## src/rtl/mem_stage.sv

```systemverilog
// Memory-access stage of the 5-stage LoongArch pipeline: holds one EXE result,
// waits for variable-latency data-SRAM load data, extends it, forwards and hands it to WB.
module mem_stage #(
  parameter int ES_TO_MS_BUS_WD = 75,
  parameter int MS_TO_WS_BUS_WD = 70,
  parameter int MS_TO_DS_BUS_WD = 39
) (
  input  logic                       clk,
  input  logic                       reset,
  input  logic                       ws_allowin,
  output logic                       ms_allowin,
  input  logic                       es_to_ms_valid,
  input  logic [ES_TO_MS_BUS_WD-1:0] es_to_ms_bus,
  output logic                       ms_to_ws_valid,
  output logic [MS_TO_WS_BUS_WD-1:0] ms_to_ws_bus,
  output logic                       ms_to_ds_valid,
  output logic [MS_TO_DS_BUS_WD-1:0] ms_to_ds_forward_bus,
  input  logic                       data_sram_rvalid,
  input  logic [31:0]                data_sram_rdata
);

  typedef enum logic [1:0] {
    IDLE = 2'd0,
    WAIT = 2'd1,
    HAVE = 2'd2
  } ms_state_t;

  ms_state_t                  state;
  ms_state_t                  state_next;
  logic                       ms_valid;
  logic                       ms_ready_go;
  logic [ES_TO_MS_BUS_WD-1:0] es_bus_r;
  logic [31:0]                data_buf;
  logic                       buf_load;

  logic        ms_unsigned;
  logic [1:0]  ms_size;
  logic        ms_store;
  logic        ms_load;
  logic        ms_gr_we;
  logic [4:0]  ms_dest;
  logic [31:0] ms_alu_result;
  logic [31:0] ms_pc;
  logic        es_load;

  logic [31:0] raw_data;
  logic [7:0]  byte_sel;
  logic [15:0] half_sel;
  logic [31:0] load_result;
  logic [31:0] final_result;
  logic        out_gr_we;
  logic        accept;

  assign {ms_unsigned, ms_size, ms_store, ms_load, ms_gr_we,
          ms_dest, ms_alu_result, ms_pc} = es_bus_r;
  assign es_load = es_to_ms_bus[70];

  // Handshake with EXE and WB
  assign ms_ready_go    = !ms_load || (state == HAVE) || ((state == WAIT) && data_sram_rvalid);
  assign ms_allowin     = !ms_valid || (ms_ready_go && ws_allowin);
  assign ms_to_ws_valid = ms_valid && ms_ready_go;
  assign accept         = es_to_ms_valid && ms_allowin;

  always_ff @(posedge clk) begin
    if (reset) begin
      ms_valid <= 1'b0;
      es_bus_r <= '0;
    end else begin
      if (ms_allowin) ms_valid <= es_to_ms_valid;
      if (accept)     es_bus_r <= es_to_ms_bus;
    end
  end

  always_ff @(posedge clk) begin
    if (reset) begin
      state    <= IDLE;
      data_buf <= 32'd0;
    end else begin
      state <= state_next;
      if (buf_load) data_buf <= data_sram_rdata;
    end
  end

  // A retire always hands the FSM to whatever is accepted behind it; a response
  // that WB cannot take yet is parked in the buffer.
  always_comb begin
    state_next = state;
    buf_load   = 1'b0;
    if (ms_allowin) begin
      state_next = (es_to_ms_valid && es_load) ? WAIT : IDLE;
    end else if (ms_valid && (state == WAIT) && data_sram_rvalid) begin
      state_next = HAVE;
      buf_load   = 1'b1;
    end
  end

  always_comb begin
    raw_data = (state == HAVE) ? data_buf : data_sram_rdata;
    case (ms_alu_result[1:0])
      2'd0:    byte_sel = raw_data[7:0];
      2'd1:    byte_sel = raw_data[15:8];
      2'd2:    byte_sel = raw_data[23:16];
      default: byte_sel = raw_data[31:24];
    endcase
    half_sel = ms_alu_result[1] ? raw_data[31:16] : raw_data[15:0];
    case (ms_size)
      2'd0:    load_result = {{24{!ms_unsigned && byte_sel[7]}}, byte_sel};
      2'd1:    load_result = {{16{!ms_unsigned && half_sel[15]}}, half_sel};
      default: load_result = raw_data;
    endcase
  end

  assign final_result = ms_load ? load_result : ms_alu_result;
  assign out_gr_we    = ms_gr_we && !ms_store;

  assign ms_to_ws_bus   = {out_gr_we, ms_dest, final_result, ms_pc};
  assign ms_to_ds_valid = ms_valid;

  // Bit 0 tells DECODE whether the forwarded value is usable yet.
  assign ms_to_ds_forward_bus = {out_gr_we && ms_valid, ms_dest, final_result,
                                 ms_valid && (!ms_load || ms_ready_go)};

endmodule

```

## config.mk

```make
export PLATFORM = sky130hd
export DESIGN_NAME = mem_stage
export DESIGN_NICKNAME = d
export VERILOG_FILES = /design/src/rtl/mem_stage.sv
export SDC_FILE = /design/constraint.sdc
export NUM_CORES = 1
export LEC_CHECK = 0
export BUFFER_PORTS_ARGS = -buffer_cell sky130_fd_sc_hd__buf_4
export CAP_MARGIN = 20
export CORE_MARGIN = 2
export CORE_UTILIZATION = 35
export CTS_BUF_LIST = sky130_fd_sc_hd__clkbuf_4
export DETAILED_ROUTE_END_ITERATION = 10
export GPL_ROUTABILITY_DRIVEN = 0
export PLACE_DENSITY_LB_ADDON = 0.2
export SKIP_CTS_REPAIR_TIMING = 1
export SYNTH_ARGS = -nofsm -noshare
export SYNTH_HDL_FRONTEND = slang
export SYNTH_SLANG_ARGS = --single-unit
```

## constraint.sdc

```tcl
create_clock -name clk -period 2.4 [get_ports clk]
set_input_delay 0.24 -clock clk [delete_from_list [all_inputs] [get_ports clk]]
set_output_delay 0.24 -clock clk [all_outputs]
set_load 0.01 [all_outputs]
```

==> metrics.md <==
| Metric | Value |
|---|---|
| Worst setup EP type | output port |
| Total grt overflow | 0 |
| Final setup vio count | 64 |
| Rel. slew slack | 0.4411 |
| Initial drt markers | about 330 |
| CTS Root Cell | clkbuf_4 |
| Commonest cells in the netlist | nand2_1 (288), a21oi_1 (148), dfxtp_1 (110), buf_4 (77), clkbuf_1 (34) |
| Slew of the pin with the lowest slew margin | between 0.8 and 0.9 ns |
| Layout fillers | between 1500 and 2000 |
| First-pass GRT wire length | about 28000 um |
| Synth Instances | roughly 810 |
| Die X | about 130 um |
| DR vias | between 6000 and 7000 |
| Number of vias per cell | about 5.0 |
| Clk slew on worst S/H paths | around 0.18 ns |
| I/O Buffers | around 220 |
| Synth area leaders | dfxtp_1 (38%), nand2_1 (19%), a21oi_1 (13%) |
| Final Cycle Share | 1.169 |
| First-pass iteration count of the detailed router | 6 |
| Most area-hungry cell type in the Yosys netlist | dfxtp_1 |
| Nets | 1176 |
| DRC | 0 |
| Area Overhead vs Synth | 56.50% |
| Critical path peak fanout | 8 |
| Layout cell share with drive strength beyond 1 | 0.3302 |
| Vias in the first global route | 5262 |
| CTS buffer count | 9 |
| Max Fclk | roughly 0.36 GHz |
| Clock Tree Buf Depth | 2 |
| CTS tree | done |
| Post-layout util | 0.5528 |
| Max-cap viol count | 0 |
| Register area share after synthesis | 0.3800 |
| Initial antenna violation count | 1 |
| Synthesized net count | between 900 and 1000 |
| Arrival time worst endpoint | around 2.6 ns |
| Post-Syn Area | between 0.005 and 0.006 mm^2 |
| Yosys Warn Count | 0 |
| Prevailing post-synth register cell | dfxtp_1 |
| Core box area | roughly 0.016 mm^2 |
| Die height | approximately 130 um |
| CP max stage delay | about 0.47 ns |
| CP required | about 2.2 ns |
| Outcome | finished with violations |
| Largest net degree at the start of global routing | 62 |
| Crit Path Category | flop to output port |
| Crit path time final | about 2.8 ns |
| Area after DPL | roughly 0.0072 mm^2 |
| Fin. Hold Viols | 2 |
| Avg Cell Area, Syn | 7.173 um^2 |
| Max stage delay cell, worst path | or4b_4 |
| H-tree depth | 3 |
| Drt wl/cell | approximately 16 um |
| I/O pin cnt | approximately 220 |
| Final WS setup | -0.4048 ns |
| DP Worst Slack | 0.1409 ns |
| Count of unique library cells instantiated by Yosys | 41 |
| Final Skew | about 0.016 ns |
| Top-count cell post-synth | nand2_1 |
| Leakage | around 3.8 nW |
| VDD IR max | 256.1 uV |
| Design area | approximately 0.009 mm^2 |
| EDFF count, synth | 0 |
| Sink Count | between 100 and 150 |
| Initial core utilization | 0.3532 |
| RSZ-0062 raised after global routing | yes |
| CP startpoint kind | flop |
| Die area | between 0.015 and 0.02 mm^2 |
| Cell Count, Final, Fillers Out | between 1000 and 1500 |
| Top-area cell type share of the netlist area | 0.3800 |
| Placed Cells | 1148 |
| Core Rows | 47 |
| WHS | -0.02284 ns |
| Async SR Flop Fraction | 0 |
| Worst min path class | input pin to flop |
| Critical-path cell list | buf_6 -> or4b_4 -> o311ai_4 -> o21ai_1 -> buf_4 -> o21ai_4 -> clkbuf_16 -> a21oi_2 -> buf_4 |
| Clock latency on the worst-skew pair | roughly 0.50 ns |
| HPWL Detailed | around 13000 um |
| Max-slew violations | 0 |
| #FFs+latches synth | 110 |
| Post-route ant nets | 0 |
| Sum of negative setup slack | -20.00 ns |
| Top cell by count, worst path | buf_4 |
| Final wirelength | 20540 um |
| Power Dens Cells | around 460 mW/mm^2 |
| Violations in the final reports | negative hold slack, negative setup slack |
| Overall Global Routing Usage | 0.2004 |
==> cells by family after synthesis <==
| family | count (synthesis) | synth area share |
|---|---|---|
| compound gates | 210 | 0.2016 |
| buf+inv | 139 | 0.1464 |
| mux | 12 | 0.03865 |
| flops | 110 | 0.3800 |
| simple gates | 337 | 0.2334 |
==> critical path, delay by kind of cell (launching register included) <==
family                 cells  cell delay (ns)
AND/OR/NAND/NOR            1             0.47
buffers and inverters      4             0.66
flip-flops                 1             0.40
AO/OA/AOI/OAI              4             0.56
==> power breakdown <==
part / switching, mW / leakage [nW] / internal, mW / total, mW
logic: 0.635 / 2.84 / 0.694 / 1.33
registers: 0.0496 / 0.901 / 1.91 / 1.96
clock network: 0.688 / 0.0631 / 0.226 / 0.913
==> metal layers <==
metal	wire (um)	vias to the layer above	part of all wire	GRT usage
met4	372	0	0.018	0.06691
met1	8857	2994	0.43	0.2652
met3	1420	27	0.069	0.04291
li1	-	3151	-	-
met2	9890	249	0.48	0.3253
met5	0	-	0	0
==> per-stage QoR <==
step	hold slack (ns)	total power, mW
2_1_floorplan	0.3574	2.584
3_3_place_gp	0.4436	3.000
3_5_place_dp	0.4468	3.007
4_1_cts	-0.07469	3.915
5_1_grt	0.004033	4.391
6_report	-0.02284	4.199
==> final timing paths <==
check	slack (ns)	cells after the start	startpoint	end
min	-0.02	3	es_to_ms_bus[55]	es_bus_r[55]$_SDFFE_PP0P_
max	-0.40	9	state[1]$_SDFFE_PP0P_	ms_to_ws_bus[51]
max reg2reg	0.16	9	state[0]$_SDFFE_PP0P_	es_bus_r[33]$_SDFFE_PP0P_
min reg2reg	0.47	2	es_bus_r[69]$_SDFFE_PP0P_	es_bus_r[69]$_SDFFE_PP0P_
==> sequential cells by signal (all words and copies together) (netlist names) <==
signal and cells:
ms_to_ds_valid 1, state 2, data_buf 32, es_bus_r 75
==> placed cells by master (no fill, tap or decap), types with 3 or more instances in the layout <==
master / count
a21oi_1: 128
a21oi_2: 11
a21oi_4: 9
a31oi_1: 7
a31oi_4: 3
buf_12: 7
buf_4: 234
buf_6: 29
clkbuf_16: 4
clkbuf_4: 9
clkinv_4: 3
clkinvlp_4: 3
dfxtp_1: 107
dlygate4sd3_1: 101
inv_1: 5
mux2i_1: 4
mux4_2: 8
nand2_1: 287
nand4_1: 6
nand4b_1: 7
nor2_1: 20
o21ai_0: 7
o21ai_2: 5
o22ai_1: 25
==> cell type report <==
cell class                      instances  area (um^2)  share of cell area
Antenna cell                            1        2.502           0.0002759
Clock buffer                            9        67.56            0.007449
Clock inverter                          7        58.81            0.006484
Inverter                                6        26.28            0.002897
Multi-Input combinational cell        559         3062              0.3376
Sequential cell                       110         2208              0.2435
Tap cell                              220        275.3             0.03035
Timing Repair Buffer                  378         3369              0.3715
Power figures use the tool's default switching activity.
